File: src/rtl/pong_pkg.sv
// Shared definitions for the pong game logic: FSM state encoding, LFSR constants,
// speed bounds and the LFSR step function.
package pong_pkg;

   typedef enum logic [2:0] {
      IDLE  = 3'd0,
      SERVE = 3'd1,
      PLAY  = 3'd2,
      POINT = 3'd3,
      OVER  = 3'd4
   } state_t;

   localparam logic [15:0] LFSR_SEED = 16'hACE1;
   localparam logic [15:0] LFSR_MASK = 16'hB400;

   localparam int SPEED_MIN_DEF = 4;
   localparam int SPEED_MAX_DEF = 15;

   // Right-shifting Galois form of x^16+x^14+x^13+x^11+1
   function automatic logic [15:0] lfsr_step(input logic [15:0] s);
      return {1'b0, s[15:1]} ^ (s[0] ? LFSR_MASK : 16'h0000);
   endfunction

endpackage

File: src/rtl/game_ctrl_lfsr16.sv
// Free-running 16-bit Galois LFSR, advances every cycle; reset reloads the seed.
// Latency: state is registered, new value every cycle, no backpressure.
import pong_pkg::*;

module lfsr16 #(
   parameter logic [15:0] SEED = LFSR_SEED
) (
   input  logic        clk,
   input  logic        reset,
   output logic [15:0] lfsr
);

   always_ff @(posedge clk) begin
      if (reset)
         lfsr <= SEED;
      else
         lfsr <= lfsr_step(lfsr);
   end

endmodule

File: src/rtl/game_ctrl.sv
// Match controller: score, serve delay, rally speed-up and winner for the ball engine.
// Latency: out event at N -> score/ball_reset at N+1, serving from N+2; no backpressure.
import pong_pkg::*;

module game_ctrl #(
   parameter int SCORE_WIDTH      = 4,
   parameter int WIN_SCORE        = 9,
   parameter int SERVE_TICKS      = 2000,
   parameter int CNT_WIDTH        = 11,
   parameter int SPEED_MIN        = SPEED_MIN_DEF,
   parameter int SPEED_MAX        = SPEED_MAX_DEF,
   parameter int HITS_PER_SPEEDUP = 4
) (
   input  logic                   clk,
   input  logic                   reset,
   input  logic                   start,
   input  logic                   out_left,
   input  logic                   out_right,
   input  logic                   paddle_hit,
   output logic                   ball_reset,
   output logic [4:0]             entropy,
   output logic [3:0]             speed,
   output logic [SCORE_WIDTH-1:0] lscore,
   output logic [SCORE_WIDTH-1:0] rscore,
   output logic                   serving,
   output logic                   game_over,
   output logic                   winner
);

   localparam int HIT_W = (HITS_PER_SPEEDUP > 1) ? $clog2(HITS_PER_SPEEDUP) : 1;

   localparam logic [SCORE_WIDTH-1:0] WIN_VAL    = SCORE_WIDTH'(WIN_SCORE);
   localparam logic [CNT_WIDTH-1:0]   SERVE_LAST = CNT_WIDTH'(SERVE_TICKS - 1);
   localparam logic [HIT_W-1:0]       HIT_LAST   = HIT_W'(HITS_PER_SPEEDUP - 1);
   localparam logic [3:0]             SPD_MIN    = 4'(SPEED_MIN);
   localparam logic [3:0]             SPD_MAX    = 4'(SPEED_MAX);

   state_t                 state, state_n;
   logic [SCORE_WIDTH-1:0] lscore_n, rscore_n;
   logic [3:0]             speed_n;
   logic [HIT_W-1:0]       hit_cnt, hit_cnt_n;
   logic [CNT_WIDTH-1:0]   serve_cnt, serve_cnt_n;
   logic                   winner_n;

   logic [15:0] lfsr_state;
   logic [10:0] lfsr_unused;

   lfsr16 #(.SEED(LFSR_SEED)) u_lfsr (
      .clk   (clk),
      .reset (reset),
      .lfsr  (lfsr_state)
   );

   assign entropy     = lfsr_state[4:0];
   assign lfsr_unused = lfsr_state[15:5];

   always_ff @(posedge clk) begin
      if (reset) begin
         state     <= IDLE;
         lscore    <= '0;
         rscore    <= '0;
         speed     <= SPD_MIN;
         hit_cnt   <= '0;
         serve_cnt <= '0;
         winner    <= 1'b0;
      end else begin
         state     <= state_n;
         lscore    <= lscore_n;
         rscore    <= rscore_n;
         speed     <= speed_n;
         hit_cnt   <= hit_cnt_n;
         serve_cnt <= serve_cnt_n;
         winner    <= winner_n;
      end
   end

   always_comb begin
      state_n     = state;
      lscore_n    = lscore;
      rscore_n    = rscore;
      speed_n     = speed;
      hit_cnt_n   = hit_cnt;
      serve_cnt_n = serve_cnt;
      winner_n    = winner;
      ball_reset  = 1'b1;
      serving     = 1'b0;
      game_over   = 1'b0;

      case (state)
         IDLE: begin
            if (start) begin
               lscore_n    = '0;
               rscore_n    = '0;
               serve_cnt_n = SERVE_LAST;
               state_n     = SERVE;
            end
         end
         SERVE: begin
            serving = 1'b1;
            if (serve_cnt == '0)
               state_n = PLAY;
            else
               serve_cnt_n = serve_cnt - 1'b1;
         end
         PLAY: begin
            ball_reset = 1'b0;
            // out events win over a simultaneous paddle hit
            if (out_left) begin
               rscore_n = rscore + 1'b1;
               state_n  = POINT;
            end else if (out_right) begin
               lscore_n = lscore + 1'b1;
               state_n  = POINT;
            end else if (paddle_hit) begin
               if (hit_cnt == HIT_LAST) begin
                  hit_cnt_n = '0;
                  if (speed < SPD_MAX)
                     speed_n = speed + 4'd1;
               end else begin
                  hit_cnt_n = hit_cnt + 1'b1;
               end
            end
         end
         POINT: begin
            speed_n   = SPD_MIN;
            hit_cnt_n = '0;
            if (lscore == WIN_VAL || rscore == WIN_VAL) begin
               winner_n = (rscore == WIN_VAL);
               state_n  = OVER;
            end else begin
               serve_cnt_n = SERVE_LAST;
               state_n     = SERVE;
            end
         end
         OVER: begin
            game_over = 1'b1;
            if (start) begin
               lscore_n    = '0;
               rscore_n    = '0;
               serve_cnt_n = SERVE_LAST;
               state_n     = SERVE;
            end
         end
         default: state_n = IDLE;
      endcase
   end

endmodule

File: config.mk
export PLATFORM = sky130hd
export DESIGN_NAME = game_ctrl
export DESIGN_NICKNAME = d
export VERILOG_FILES = /design/src/rtl/pong_pkg.sv /design/src/rtl/game_ctrl_lfsr16.sv /design/src/rtl/game_ctrl.sv
export SDC_FILE = /design/constraint.sdc
export NUM_CORES = 1
export LEC_CHECK = 0
export CAP_MARGIN = 40
export CORE_ASPECT_RATIO = 0.9
export CORE_MARGIN = 2
export CORE_UTILIZATION = 55
export CTS_CLUSTER_SIZE = 8
export DETAILED_ROUTE_END_ITERATION = 6
export GPL_TIMING_DRIVEN = 0
export PLACE_DENSITY_LB_ADDON = 0.08
export SLEW_MARGIN = 40
export SYNTH_ARGS = -nofsm -noshare
export SYNTH_HDL_FRONTEND = slang
export SYNTH_SLANG_ARGS = --single-unit
File: constraint.sdc
create_clock -name clk -period 4.5 [get_ports clk]
set_clock_uncertainty 0.1 [all_clocks]
set_input_delay 0.9 -clock clk [delete_from_list [all_inputs] [get_ports clk]]
set_output_delay 0.9 -clock clk [all_outputs]
set_load 0.02 [all_outputs]
==> results of run 1 <==
flip-flops by register name, indices dropped and copies added (netlist names):
| register | count |
|---|---|
| rscore | 4 |
| lscore | 4 |
| u_lfsr.lfsr | 16 |
| state | 3 |
| speed | 4 |
| hit_cnt | 2 |
| winner | 1 |
| serve_cnt | 11 |
worst max-delay path by stage:
stage	start	endpoint	slack, ns
floorplan	state[0]$_SDFFE_PP0P_	serving	2.32
global placement	state[0]$_SDFFE_PP0P_	serving	1.70
detailed placement	state[0]$_SDFFE_PP0P_	serving	1.70
CTS	state[0]$_SDFFE_PP0P_	serving	1.35
global route	state[0]$_SDFFE_PP0P_	serving	1.24
finish	state[0]$_SDFFE_PP0P_	serving	1.36
layout by cell type, fill, tap and decap left out, types with 5 or more instances in the layout:
cell / instances
or3_1: 6
buf_4: 6
ha_1: 7
nand2_1: 14
o21ai_0: 9
a211oi_1: 6
clkdlybuf4s50_1: 26
a21oi_1: 11
inv_1: 13
nor2_1: 15
clkbuf_8: 5
or2_2: 7
xnor2_1: 8
nor3_1: 10
nor4_1: 7
nor2b_1: 10
dfxtp_1: 45
logic make-up after synthesis:
| logic type | Yosys count |
|---|---|
| buf+inv | 27 |
| compound gates | 51 |
| fa+ha+maj | 7 |
| simple gates | 102 |
| xor+xnor | 9 |
| flops | 45 |
worst max-delay path: cells and delay by family, from the launching register on:
kind                   cells  cell delay, ns
AND/OR/NAND/NOR            1            0.35
flip-flops                 1            0.32
buffers and inverters      5            1.16
metrics by stage:
step	util, %	setup WS [ns]	power [mW]	instances
finish	69.6	1.36	1.34	321
global route	69.6	1.24	1.43	321
CTS	69.6	1.35	1.34	321
detailed placement	66.5	1.70	1.02	313
global placement	66.5	1.70	1.01	313
floorplan	-	2.32	0.894	241
final cells by class:
class                           instances  area [µm²]
Timing Repair Buffer                   26         260
Multi-Input combinational cell        169        1150
Fill cell                             307        1140
Clock buffer                            5        68.8
Clock inverter                          3        47.5
Buffer                                 13        75.1
Sequential cell                        45         901
Tap cell                               46        57.6
Inverter                               14        52.6
power breakdown:
| part | total, mW | switching (mW) | internal, mW | leakage, nW |
|---|---|---|---|---|
| combinational | 0.483 | 0.281 | 0.202 | 0.564 |
| sequential | 0.535 | 0.0728 | 0.462 | 0.371 |
| clock | 0.320 | 0.151 | 0.169 | 0.0591 |
metal layers:
| layer | global-route usage, % | vias to the layer above | share of wire [%] |
|---|---|---|---|
| met5 | 0 | - | 0 |
| met4 | 10.1 | 0 | 1.8 |
| met3 | 4.32 | 8 | 4.3 |
| met2 | 34.3 | 41 | 45 |
| met1 | 29.7 | 832 | 49 |
| li1 | - | 936 | - |
==> summary.txt, run 1 <==
Fmax = 318 MHz
Die area = 4480 µm²
TritonCTS clock tree = done
Avg Inst Size Synth = 9.04 µm²
Vias in the first global route = 1,682
Grt ovf = 0
XOR/XNOR Fraction of Synth Area = 3.62%
Total CTS buffers = 5
Worst reg2reg path depth = 6
Syn Inst Count = 241
Max-cap viol count = 0
Std-Cell Rows = 21
Postcts setup bufs = 0
Synthesized area = 2180 µm²
Ports = 27
First-pass GRT wire length = 7.85 mm
Main flop type after synthesis = dfxtp_1
Power density cells = 512 nW/µm²
#FFs+latches synth = 45
Layout area overhead = 19.9%
Setup TNS Final = 0 ns
Crit path cell chain = buf_4 > inv_2 > or3_1 > buf_2 > inv_1 > clkdlybuf4s50_1
Worst hold path type = reg2reg
Placed cell area = 2500 µm²
HPWL after DPL = 3.16 mm
Largest family of logic cells by synthesized area = simple AND/OR/NAND/NOR gates
Hold Path Depth = 1
Total core area = 3760 µm²
Placer congestion estimate = 0.801
Final period util = 69.8%
Multiplexer share of the synthesized area = 0%
Drt pass-1 iters = 4
Crit path time final = 3.14 ns
Worst Path Required = 3.50 ns
Adder-Cell Fraction of Synth Area = 4.02%
Nature of the critical path startpoint = flip-flop
GRT Total Usage = 22.1%
Layout net count = 287
Peak VDD IR = 0.000286 V
Post-DR wirelength/cell = 13.8 µm
Final hold slack = 0.318 ns
Initial antenna violation count = 0
Vert. Die Dim = 63.7 µm
Routed wire length = 4.44 mm
Post-Synth Simple-Gate Area = 28.3%
Layout cells sized above 1 = 12.7%
DRT iter0 DRCs = 145
Antenna cells = 0
Post-synthesis compound-gate area fraction = 16.9%
Initial Util = 58.0%
Clock transition time at the flip-flop clock pins of the worst setup and hold paths = 0.09 ns
Critical Path End Type = primary output
Leak Pwr = 0.994 nW
CTS-repair resized insts = 0
RSZ-0062 raised after global routing = false
Max transition margin = 58.7%
CTS Sinks = 45
DR DRC count = 0
Critical R2R Launch = rscore[1]$_SDFFE_PP0P_
Yosys warning total = 0
Max-slew violations = 0
Kind of critical path = reg2out
Crit-path slowest cell = clkdlybuf4s50_1
Synth cell count leaders = dfxtp_1, nor2_1, nand2_1
Post-synth EDFFs = 0
Clock buffer depth = 2
Vias per cell = 5.66
CTS root buffer = clkbuf_8
Yosys top cell area share = 41.3%
Largest net degree at the start of global routing = 17
Register area share after synthesis = 41.3%
FF-to-FF setup slack = 2.24 ns
Distinct cells, synth = 58
Syn nets = 254
Worst path max stage delay = 0.62 ns
Largest cells by area after synthesis = dfxtp_1, ha_1, xnor2_1
Hold Path Origin = u_lfsr.lfsr[6]$_SDFF_PP1_
Most frequent cell after synthesis = dfxtp_1
Routed vias = 1,817
Reg2reg end = serve_cnt[2]$_SDFFE_PP0P_
Worst slew pin tran = 0.614 ns
Final Cell Area = 2610 µm²
Async set-reset flop share out of synthesis = 0%
Port Buffers = 26
Worst Hold End = u_lfsr.lfsr[5]$_SDFF_PP1_
CTS H-tree depth = 2
Clock latency on the worst-skew pair = 0.31 ns
Post-synth top area cell = dfxtp_1
Max FO, Critical Path = 10
Final Hold Vio Count = 0
Post-DRT Antenna Nets = 0
Outcome = finished, final reports clean
Final setup violation count = 0
Post-CTS Hold Buffers = 0
Die width = 70.4 µm
Crit path DAT = 2.14 ns
No activity file was read; power rests on OpenSTA's default activity.
==> run 2, diff against run 1 <==
Clock period 4.5 ns to 2.9 ns, I/O delays scaled along.
==> summary.txt, run 2 (synthesis gave the netlist of run 1 again) <==
Leak Pwr = 1.01 nW
Ports = 27
Layout area overhead = 20.0%
Nature of the critical path startpoint = flip-flop
Buffers and inverters on the worst path = 2
Post-DRT Antenna Nets = 0
Final hold slack = 0.318 ns
Crit-path slowest cell = clkdlybuf4s50_1
Cell depth of the worst setup path = 4
Hold Path Origin = u_lfsr.lfsr[6]$_SDFF_PP1_
Post-place setup slack = 0.420 ns
CTS root buffer = clkbuf_8
Max-cap viol count = 0
Max FO, Critical Path = 10
Initial antenna violation count = 0
Antenna cells = 0
Die width = 70.4 µm
Peak VDD IR = 0.000444 V
Fmax = 391 MHz
Outcome = finished, final reports clean
Total core area = 3760 µm²
Setup TNS Final = 0 ns
CTS Sinks = 45
DR DRC count = 0
Largest register FFs = 16
First-pass GRT wire length = 7.85 mm
FF-to-FF setup slack = 0.64 ns
Die area = 4480 µm²
Worst reg2reg path depth = 6
Clock buffer depth = 2
Vert. Die Dim = 63.7 µm
Final setup violation count = 0
Total CTS buffers = 5
Core Util, Final = 69.6%
Crit path DAT = 1.88 ns
Postcts setup bufs = 0
GRT Total Usage = 22.1%
Final worst setup slack = 0.339 ns
DRT iter0 DRCs = 145
Final period util = 88.3%
Routed wire length = 4.44 mm
Most flops, register = u_lfsr.lfsr
HPWL after DPL = 3.16 mm
Commonest cells after routing, fill and taps aside = dfxtp_1, clkdlybuf4s50_1, nor2_1, nand2_1, inv_1
Critical R2R Launch = rscore[1]$_SDFFE_PP0P_
Worst hold path type = reg2reg
Crit path time final = 2.56 ns
Power density cells = 794 nW/µm²
Max-slew violations = 0
Vias in the first global route = 1,682
Post-DR wirelength/cell = 13.8 µm
Critical Path End Type = primary output
Hold Path Depth = 1
Final Hold Vio Count = 0
TritonCTS clock tree = done
Largest registers = u_lfsr.lfsr (16), serve_cnt (11)
Grt ovf = 0
Initial Util = 58.0%
Commonest non-fill, non-tap cell in the layout = dfxtp_1
Worst Path Required = 2.22 ns
Routed vias = 1,816
Layout net count = 287
Crit path cell chain = buf_2 > nor2b_1 > nand2_1 > clkdlybuf4s50_1
RSZ-0062 raised after global routing = false
Vias per cell = 5.66
CTS H-tree depth = 2
Worst slew pin tran = 0.614 ns
Placer congestion estimate = 0.801
Worst Hold End = u_lfsr.lfsr[5]$_SDFF_PP1_
Port Buffers = 26
Std-Cell Rows = 21
Max transition margin = 58.7%
Clock transition time at the flip-flop clock pins of the worst setup and hold paths = 0.09 ns
Drt pass-1 iters = 4
Layout cells sized above 1 = 12.7%
Top Family by Delay on Critical Path = buffers and inverters
Kind of critical path = reg2out
Worst path max stage delay = 0.54 ns
Reg2reg end = serve_cnt[2]$_SDFFE_PP0P_
Clock latency on the worst-skew pair = 0.31 ns
Largest net degree at the start of global routing = 17
==> run 2: how the worst max path moves through the flow <==
stage                                            to  slack (ns)                    from
after CTS                                   serving        0.07   state[0]$_SDFFE_PP0P_
after global placement                      serving        0.42   state[0]$_SDFFE_PP0P_
after detailed placement                    serving        0.42   state[0]$_SDFFE_PP0P_
final                                    ball_reset        0.34   state[1]$_SDFFE_PP0P_
after global routing                     ball_reset        0.19   state[1]$_SDFFE_PP0P_
after floorplan           serve_cnt[2]$_SDFFE_PP0P_        0.88  rscore[1]$_SDFFE_PP0P_
==> run 2: layout make-up <==
cell class                      count  area [µm²]
Multi-Input combinational cell    169        1150
Fill cell                         306        1140
Sequential cell                    45         901
Timing Repair Buffer               26         263
Buffer                             13        75.1
Clock buffer                        5        68.8
Tap cell                           46        57.6
Inverter                           14        52.6
Clock inverter                      3        47.5
==> run 2: metrics by stage <==
step | instance area (µm²) | power [mW] | instances
6_report | 2620 | 2.08 | 321
5_1_grt | 2620 | 2.22 | 321
4_1_cts | 2610 | 2.09 | 321
3_5_place_dp | 2500 | 1.59 | 313
3_3_place_gp | 2500 | 1.57 | 313
2_1_floorplan | 2180 | 1.39 | 241
==> run 2: metal layers <==
layer	wire length (µm)	up-vias	track usage [%]	share of wire [%]
met1	2160	834	29.7	49
li1	-	935	-	-
met2	2010	39	34.3	45
met3	189	8	4.32	4.3
met4	78	0	10.1	1.8
met5	0	-	0	0
==> run 2: power by group <==
group	switching [mW]	leakage [nW]	internal (mW)
Sequential	0.113	0.371	0.718
Combinational	0.436	0.579	0.313
Clock	0.234	0.0591	0.263
==> run 2: what timing repair did <==
action,CTS,global route
endpoints found under the setup margin,0,1
resized for setup,0,1
hold buffers,0,0
==> run 3, diff against run 2 <==
Settings changed: HOLD_SLACK_MARGIN set to 0.03.
==> results of run 3 <==
The final DEF is identical to that of run 2; final timing and power are the same.
